===== src/rtl/mem_seq_if.sv =====
// Request/strobe bundle between the NARC memory access sequencer and its
// neighbours (request source, register unit controls, memory strobes).
interface mem_seq_if;
    logic       req;
    logic       wr;
    logic [2:0] areg;
    logic [1:0] dreg;
    logic       mem_rdy;
    logic [2:0] rsel;
    logic       oe;
    logic [1:0] wsel;
    logic       wren;
    logic       mem_ce_n;
    logic       mem_oe_n;
    logic       mem_we_n;
    logic       ddrv_n;
    logic       busy;
    logic       done;
    logic       err;

    modport master (
        output req, wr, areg, dreg, mem_rdy,
        input  rsel, oe, wsel, wren, mem_ce_n, mem_oe_n, mem_we_n,
               ddrv_n, busy, done, err
    );

    modport slave (
        input  req, wr, areg, dreg, mem_rdy,
        output rsel, oe, wsel, wren, mem_ce_n, mem_oe_n, mem_we_n,
               ddrv_n, busy, done, err
    );
endinterface


===== src/rtl/mem_seq.sv =====
// NARC memory access sequencer: one load or store per request through
// SETUP / STROBE / XFER / HOLD, with minimum wait states, ready and timeout.
module mem_seq #(
    parameter int WAIT_STATES = 1,
    parameter int TIMEOUT     = 15
) (
    input logic      i_clk,
    input logic      i_rst,
    mem_seq_if.slave io_bus
);
    typedef enum logic [2:0] {
        S_IDLE,
        S_SETUP,
        S_STROBE,
        S_XFER,
        S_HOLD
    } state_t;

    localparam logic [4:0] LP_WS = 5'(WAIT_STATES);
    localparam logic [4:0] LP_TO = 5'(TIMEOUT);

    state_t     r_state;
    logic [3:0] r_cnt;
    logic       r_wr;
    logic [1:0] r_dreg;
    logic [2:0] r_rsel;
    logic       r_oe;
    logic [1:0] r_wsel;
    logic       r_wren;
    logic       r_mem_ce_n;
    logic       r_mem_oe_n;
    logic       r_mem_we_n;
    logic       r_ddrv_n;
    logic       r_busy;
    logic       r_done;
    logic       r_err;

    logic [4:0] w_cnt_inc;
    logic       w_ws_met;
    logic       w_to_hit;

    // Compare c+1 in 5 bits so TIMEOUT=15 cannot wrap the 4-bit counter.
    assign w_cnt_inc = {1'b0, r_cnt} + 5'd1;
    assign w_ws_met  = (w_cnt_inc >= LP_WS);
    assign w_to_hit  = (w_cnt_inc == LP_TO);

    always_ff @(posedge i_clk) begin
        if (i_rst) begin
            r_state    <= S_IDLE;
            r_cnt      <= 4'd0;
            r_rsel     <= 3'd0;
            r_oe       <= 1'b1;
            r_wsel     <= 2'd0;
            r_wren     <= 1'b1;
            r_mem_ce_n <= 1'b1;
            r_mem_oe_n <= 1'b1;
            r_mem_we_n <= 1'b1;
            r_ddrv_n   <= 1'b1;
            r_busy     <= 1'b0;
            r_done     <= 1'b0;
            r_err      <= 1'b0;
        end else begin
            case (r_state)
                S_IDLE: begin
                    if (io_bus.req) begin
                        r_wr       <= io_bus.wr;
                        r_dreg     <= io_bus.dreg;
                        r_rsel     <= io_bus.areg;
                        r_oe       <= 1'b0;
                        r_mem_ce_n <= 1'b0;
                        r_ddrv_n   <= ~io_bus.wr;
                        r_busy     <= 1'b1;
                        r_err      <= 1'b0;
                        r_cnt      <= 4'd0;
                        r_state    <= S_SETUP;
                    end
                end
                S_SETUP: begin
                    r_cnt <= 4'd0;
                    if (r_wr) r_mem_we_n <= 1'b0;
                    else      r_mem_oe_n <= 1'b0;
                    r_state <= S_STROBE;
                end
                S_STROBE: begin
                    // Ready wins over timeout when both land on the same cycle.
                    if (w_ws_met && io_bus.mem_rdy) begin
                        if (r_wr) begin
                            r_mem_we_n <= 1'b1;
                        end else begin
                            r_wsel <= r_dreg;
                            r_wren <= 1'b0;
                        end
                        r_state <= S_XFER;
                    end else if (w_to_hit) begin
                        r_rsel     <= 3'd0;
                        r_oe       <= 1'b1;
                        r_mem_ce_n <= 1'b1;
                        r_mem_oe_n <= 1'b1;
                        r_mem_we_n <= 1'b1;
                        r_ddrv_n   <= 1'b1;
                        r_done     <= 1'b1;
                        r_err      <= 1'b1;
                        r_state    <= S_HOLD;
                    end else begin
                        r_cnt <= r_cnt + 4'd1;
                    end
                end
                S_XFER: begin
                    r_rsel     <= 3'd0;
                    r_oe       <= 1'b1;
                    r_wsel     <= 2'd0;
                    r_wren     <= 1'b1;
                    r_mem_ce_n <= 1'b1;
                    r_mem_oe_n <= 1'b1;
                    r_mem_we_n <= 1'b1;
                    r_ddrv_n   <= 1'b1;
                    r_done     <= 1'b1;
                    r_state    <= S_HOLD;
                end
                S_HOLD: begin
                    r_done  <= 1'b0;
                    r_busy  <= 1'b0;
                    r_state <= S_IDLE;
                end
                default: r_state <= S_IDLE;
            endcase
        end
    end

    assign io_bus.rsel     = r_rsel;
    assign io_bus.oe       = r_oe;
    assign io_bus.wsel     = r_wsel;
    assign io_bus.wren     = r_wren;
    assign io_bus.mem_ce_n = r_mem_ce_n;
    assign io_bus.mem_oe_n = r_mem_oe_n;
    assign io_bus.mem_we_n = r_mem_we_n;
    assign io_bus.ddrv_n   = r_ddrv_n;
    assign io_bus.busy     = r_busy;
    assign io_bus.done     = r_done;
    assign io_bus.err      = r_err;
endmodule


===== src/flat_wrapper.sv =====
// flat-port wrapper written by rule: the top's interface ports become plain ports
module mem_seq_flat 
#(
    parameter int WAIT_STATES = 1,
    parameter int TIMEOUT     = 15
)
  (i_clk, i_rst, io_bus_req, io_bus_wr, io_bus_areg, io_bus_dreg, io_bus_mem_rdy, io_bus_rsel, io_bus_oe, io_bus_wsel, io_bus_wren, io_bus_mem_ce_n, io_bus_mem_oe_n, io_bus_mem_we_n, io_bus_ddrv_n, io_bus_busy, io_bus_done, io_bus_err);
  mem_seq_if io_bus_i ();
  input logic i_clk;
  input logic i_rst;
  input wire logic [$bits(io_bus_i.req)-1:0] io_bus_req;
  input wire logic [$bits(io_bus_i.wr)-1:0] io_bus_wr;
  input wire logic [$bits(io_bus_i.areg)-1:0] io_bus_areg;
  input wire logic [$bits(io_bus_i.dreg)-1:0] io_bus_dreg;
  input wire logic [$bits(io_bus_i.mem_rdy)-1:0] io_bus_mem_rdy;
  output wire logic [$bits(io_bus_i.rsel)-1:0] io_bus_rsel;
  output wire logic [$bits(io_bus_i.oe)-1:0] io_bus_oe;
  output wire logic [$bits(io_bus_i.wsel)-1:0] io_bus_wsel;
  output wire logic [$bits(io_bus_i.wren)-1:0] io_bus_wren;
  output wire logic [$bits(io_bus_i.mem_ce_n)-1:0] io_bus_mem_ce_n;
  output wire logic [$bits(io_bus_i.mem_oe_n)-1:0] io_bus_mem_oe_n;
  output wire logic [$bits(io_bus_i.mem_we_n)-1:0] io_bus_mem_we_n;
  output wire logic [$bits(io_bus_i.ddrv_n)-1:0] io_bus_ddrv_n;
  output wire logic [$bits(io_bus_i.busy)-1:0] io_bus_busy;
  output wire logic [$bits(io_bus_i.done)-1:0] io_bus_done;
  output wire logic [$bits(io_bus_i.err)-1:0] io_bus_err;
  assign io_bus_i.req = io_bus_req;
  assign io_bus_i.wr = io_bus_wr;
  assign io_bus_i.areg = io_bus_areg;
  assign io_bus_i.dreg = io_bus_dreg;
  assign io_bus_i.mem_rdy = io_bus_mem_rdy;
  assign io_bus_rsel = io_bus_i.rsel;
  assign io_bus_oe = io_bus_i.oe;
  assign io_bus_wsel = io_bus_i.wsel;
  assign io_bus_wren = io_bus_i.wren;
  assign io_bus_mem_ce_n = io_bus_i.mem_ce_n;
  assign io_bus_mem_oe_n = io_bus_i.mem_oe_n;
  assign io_bus_mem_we_n = io_bus_i.mem_we_n;
  assign io_bus_ddrv_n = io_bus_i.ddrv_n;
  assign io_bus_busy = io_bus_i.busy;
  assign io_bus_done = io_bus_i.done;
  assign io_bus_err = io_bus_i.err;
  mem_seq #(.WAIT_STATES(WAIT_STATES), .TIMEOUT(TIMEOUT)) u_core (.i_clk(i_clk), .i_rst(i_rst), .io_bus(io_bus_i));
endmodule

===== config.mk =====
export PLATFORM = sky130hd
export DESIGN_NAME = mem_seq_flat
export DESIGN_NICKNAME = d
export VERILOG_FILES = /design/src/rtl/mem_seq_if.sv /design/src/rtl/mem_seq.sv /design/src/flat_wrapper.sv
export SDC_FILE = /design/constraint.sdc
export NUM_CORES = 1
export LEC_CHECK = 0
export ABC_AREA = 1
export CAP_MARGIN = 20
export CELL_PAD_IN_SITES_DETAIL_PLACEMENT = 1
export CELL_PAD_IN_SITES_GLOBAL_PLACEMENT = 2
export CORE_MARGIN = 2
export CORE_UTILIZATION = 26
export CTS_BUF_LIST = sky130_fd_sc_hd__clkbuf_8
export CTS_CLUSTER_DIAMETER = 120
export DETAILED_ROUTE_END_ITERATION = 10
export GPL_TIMING_DRIVEN = 0
export PLACE_DENSITY = 0.78
export REMOVE_ABC_BUFFERS = 1
export SLEW_MARGIN = 20
export SYNTH_ARGS = -nofsm -noshare
export SYNTH_HDL_FRONTEND = slang
export SYNTH_SLANG_ARGS = --single-unit

===== constraint.sdc =====
create_clock -name i_clk -period 1.7 [get_ports i_clk]
set_input_delay 0.34 -clock i_clk [delete_from_list [all_inputs] [get_ports i_clk]]
set_output_delay 0.34 -clock i_clk [all_outputs]
set_load 0.01 [all_outputs]

**Word-level counts from Yosys, hierarchy flattened**

Cells that the tools add are included.
W data, S select, Z words.

- Bits in registers: 23
- Output and inout bits: 14

- $add $sub $neg: 2
- $lt $le $gt $ge: 1
- Equality and inequality tests: 15
- Mux-type cells: 33
- Bitwise logic cells: 2
- Reductions and logical operators: 19

Operators by type and width:

| cell | number |
|---|---|
| $reduce_and A4 Y1 | 5 |
| $mux W3 | 6 |
| $pmux W1 S3 | 5 |
| $mux W4 | 3 |
| $pmux W3 S4 | 1 |
| $pmux W4 S3 | 1 |
| $reduce_bool A3 Y1 | 4 |
| $mux W1 | 10 |
| $ne A2 B2 Y1 const B | 5 |
| $pmux W3 S3 | 1 |
| $reduce_and A3 Y1 | 3 |
| $eq A3 B2 Y1 const B | 2 |
| $ne A2 B1 Y1 const B | 3 |
| $pmux W1 S2 | 3 |
| $reduce_bool A2 Y1 | 3 |
| $add A4 B1 Y5 const B | 1 |
| $eq A5 B4 Y1 const B | 1 |
| $ge A5 B1 Y1 const B | 1 |
| $add A4 B1 Y4 const B | 1 |
| $mux W2 | 2 |
| $pmux W2 S2 | 1 |
| $reduce_and A2 Y1 | 2 |
| $eq A3 B1 Y1 const B | 1 |
| $eq A3 B3 Y1 const B | 1 |
| 5 further kinds | 6 |

**Logic depth before layout (Yosys ltp)**

- Depth after elaboration: 5
- Gate-level depth with buffers: 12

**Least setup slack after synthesis**

OpenSTA, ideal clock, no wires.

- Path type: register -> register
- Start: register u_core.r_cnt[0]
- End: register u_core.r_cnt[1]
- Arrival: 1.555 ns
- Data required time: 1.572 ns
- Slack: 0.018 ns
- Cell stages (with the launch flop): 13
- Buffers on the path: 0
- Clock period less this slack: 1.682 ns
- Path through: dfxtp_1 inv_1 ha_1 nor2_1 nand2_1 a21oi_1 nand2_1 nand3_1 nand2_1 nor2_2 nand2_1 o21ai_1 nor2_1

- Longest elaborated chain between the ends: 5

Ends and longest elaborated chain:

| what | line | source |
|---|---|---|
| from (decl) | mem_seq.sv:23 | `logic [3:0] r_cnt;` |
| from (signal assigned) | mem_seq.sv:105 | `r_cnt <= r_cnt + 4'd1;` |
| $add A4 B1 Y5 | mem_seq.sv:43 | `assign w_cnt_inc = {1'b0, r_cnt} + 5'd1;` |
| $ge A5 B1 Y1 | mem_seq.sv:44 | `assign w_ws_met = (w_cnt_inc >= LP_WS);` |
| $logic_and A1 B1 Y1 | mem_seq.sv:86 | `if (w_ws_met && io_bus.mem_rdy) begin` |
| $ne A2 B2 Y1 (no source line) | - |  |
| $reduce_and A4 Y1 (no source line) | - |  |

Parallel ways exist; a longest one is shown, timed or not. The select of a mux whose other input is x is not followed.
A chain may end at the register's enable or synchronous reset.

**Worst setup path in the final report**

- Start: register u_core.r_cnt[0]
- End: register u_core.r_wsel[0], in the netlist u_core.io_bus.wsel[0]

- Longest elaborated chain between the ends: 5

Ends and longest elaborated chain:

| what | line | source |
|---|---|---|
| $add A4 B1 Y5 | mem_seq.sv:43 |  |
| $ge A5 B1 Y1 | mem_seq.sv:44 |  |
| $logic_and A1 B1 Y1 | mem_seq.sv:86 |  |
| $ne A2 B1 Y1 (no source line) | - |  |
| $reduce_and A3 Y1 (no source line) | - |  |
| to (signal assigned) | mem_seq.sv:90 | `r_wsel <= r_dreg;` |
| to (decl) | mem_seq.sv:28 | `logic [1:0] r_wsel;` |

No other way between the ends.

==> out/summary.txt <==
Final hold vios: 0
Final Non-Filler Cells: 240
Worst Hold Launch: u_core.io_bus.done
DRC errors left: 0
Most frequent cell after synthesis: nand2_1
Post-synthesis sequential area ratio: 0.427
Max IR drop VDD: 0.368 mV
Worst-Margin Slew: 0.420 ns
Fin crit share: 0.963
RSZ-0062 raised after global routing: true
Fmax: 611 MHz
Worst Reg-to-Reg Cells: 11
Filler Cell Count: 520
CP arrival: 1.80 ns
Share of the synthesized area in the top cell type: 0.349
Yosys reg bits: 23
Core ar.: 0.00429 mm²
# clock sinks: 23
Clock Pin Slew Worst Setup and Hold Paths: 0.08 ns
Number of nets in the layout: 202
Max-Cap Viols: 0
Antenna violations before repair: 0
Async SR Flop Fraction: 0
Gr ovfl total: 0
H-tree depth: 1
Number of buffers created by CTS: 3
CTS Root Cell: clkbuf_8
Pre-Repair DR Iteration Count: 4
LEAKAGE: 0.702 nW
Synth area leader: dfxtp_1
CTS tree: built
Slew Limit Fails: 0
Port bufs: 23
Worst clock skew: 0.00272 ns
Worst skew pair latency: 0.26 ns
Synth cell count leaders: nand2_1, nor2_1, dfxtp_1, inv_1
DR WL/cell: 12.2 µm
Status: complete, no violations
Worst-path maximum fanout: 4
RR Endpoint: u_core.io_bus.wsel[0]
Ranking of synthesized cells by area: dfxtp_1, nand2_1, edfxtp_1
Layout cells sized above 1: 0.293
Mapped Cells: 153
Area grow syn2layout: 45.6%
Kind of critical path: register to register
Reg2reg start: u_core.r_cnt[0]
Hold endpoint: u_core.io_bus.done
CP startpoint kind: register
GPL Wtd Cong: 0.761
Post-synth EDFFs: 3
Die W: 70.5 µm
Detail Route Antenna Nets: 0
Initial drt markers: 36
Hold/Removal Path Class: register to register
Final setup vio count: 0
DP Cell Count: 225
Max-Slew Margin vs Limit: 0.719
Drt total wl: 2920 µm
CP Capture Type: register
CP required: 1.87 ns
Synth cell types: 28
Reg2reg setup slack: 0.06 ns
Clock buffer depth: 2
All-Layer GR Usage: 0.125
Total number of vias: 1074
Full die area: 0.00497 mm²
Largest net degree at the start of global routing: 14
Initial core utilization: 0.267
PD cells: 1180 mW/mm²
Vias per cell: 4.48
Die Height: 70.5 µm
Main synth FF type: dfxtp_1
Detailed placement HPWL: 2200 µm
Period minus WS final: 1.64 ns
Io pins: 24
# diodes: 0
WHS Path Cells: 2
Vias in the first global route: 1122
Synth warn: 0
# rows: 24
First-pass GRT wire length: 4950 µm
Util after Layout: 0.390
Syn_area_per_cell: 7.51 µm²
Mapped cell area: 0.00115 mm²
==> state kept, by name (all words and copies together), names as in the netlist <==
| register | flops |
|---|---|
| u_core.r_cnt | 4 |
| u_core.io_bus.rsel | 3 |
| u_core.r_state | 3 |
| u_core.io_bus.wsel | 2 |
| u_core.r_dreg | 2 |
| u_core.io_bus.busy | 1 |
| u_core.io_bus.ddrv_n | 1 |
| u_core.io_bus.done | 1 |
| u_core.io_bus.err | 1 |
| u_core.io_bus.mem_oe_n | 1 |
| u_core.io_bus.mem_we_n | 1 |
| u_core.io_bus.oe | 1 |
| u_core.io_bus.wren | 1 |
| u_core.r_wr | 1 |
==> repair_timing <==
item                                    4_1_cts  5_1_grt
pin swaps                                     4       20
gates resized for setup                      14       21
endpoints found under the setup margin       15       18
setup buffers                                 6        5
hold buffers                                  0        0
==> cell families (layout without fill, tap and decap cells) <==
family                   after synthesis  count (layout)  synth area share
adder cells (fa/ha/maj)                3               3            0.0327
AO/OA/AOI/OAI                         24              24             0.123
buffers and inverters                 25              60            0.0882
AND/OR/NAND/NOR                       78              78             0.329
flip-flops                            23              23             0.427
==> worst max-delay path by stage <==
stage / from / to / slack [ns] / cells past startpoint
2_1_floorplan: u_core.r_cnt[0] / u_core.r_cnt[1] / 0.03 / 12
3_3_place_gp: u_core.r_cnt[0] / u_core.r_cnt[1] / -0.25 / 12
3_5_place_dp: u_core.r_cnt[0] / u_core.r_cnt[1] / -0.30 / 12
4_1_cts: u_core.r_state[1] / u_core.r_dreg[1] / 0.0004 / 8
5_1_grt: u_core.r_cnt[1] / u_core.r_cnt[1] / -0.05 / 12
6_report: u_core.r_cnt[0] / u_core.io_bus.wsel[0] / 0.06 / 11
==> worst max-delay path: stages (launching register included) <==
cell	delay [ns]
dfxtp_4	0.39
inv_4	0.05
ha_4	0.26
nor2_2	0.03
nand2_1	0.07
a21oi_2	0.04
nand2_2	0.11
nand4_1	0.17
buf_4	0.20
buf_6	0.12
nor2_4	0.06
nor2_1	0.04
==> stage by stage <==
stage	hold slack [ns]	cell area [µm²]	setup WS, ns	TNS [ns]	power, mW
after floorplan	0.409	1130	0.0321	0	1.20
after global placement	0.431	1430	-0.252	-1.59	1.45
after detailed placement	0.446	1430	-0.303	-2.23	1.47
after CTS	0.458	1560	0.000373	0	1.90
after global routing	0.478	1670	-0.0503	-0.191	2.11
final	0.458	1670	0.0622	0	1.97
==> placed cells by master, fill, tap and decap left out, drive strengths merged <==
cell / count
a21oi: 11
o21ai: 10
inv: 20
o211ai: 1
clkinv: 3
nand3b: 1
nand2: 37
buf: 11
edfxtp: 3
nor2: 27
nand3: 10
clkdlybuf4s50: 23
dfxtp: 20
clkbuf: 3
a31oi: 1
ha: 3
a211oi: 1
nand4: 3
==> per-layer routing <==
metal / GRT usage / part of all wire / up-vias
li1: - / - / 559
met1: 0.162 / 0.49 / 493
met2: 0.201 / 0.47 / 18
met3: 0.0245 / 0.028 / 4
met4: 0.0513 / 0.015 / 0
met5: 0 / 0 / -
==> cell type report <==
class                      instances  area [µm²]  share of cell area
sequential                        23         499               0.298
clock buffer                       3        41.3              0.0247
multi-input combinational        105         652               0.390
clock inverter                     1        5.00             0.00299
inverter                          22        93.8              0.0561
tap                               52        65.1              0.0389
timing repair buffer              34         317               0.189
==> where the power goes <==
part / total [mW] / leakage [nW] / switching, mW / internal (mW)
Combinational: 0.864 / 0.482 / 0.472 / 0.393
Sequential: 0.761 / 0.194 / 0.0960 / 0.665
Clock: 0.342 / 0.0255 / 0.178 / 0.164
Power figures use the tool's default switching activity.
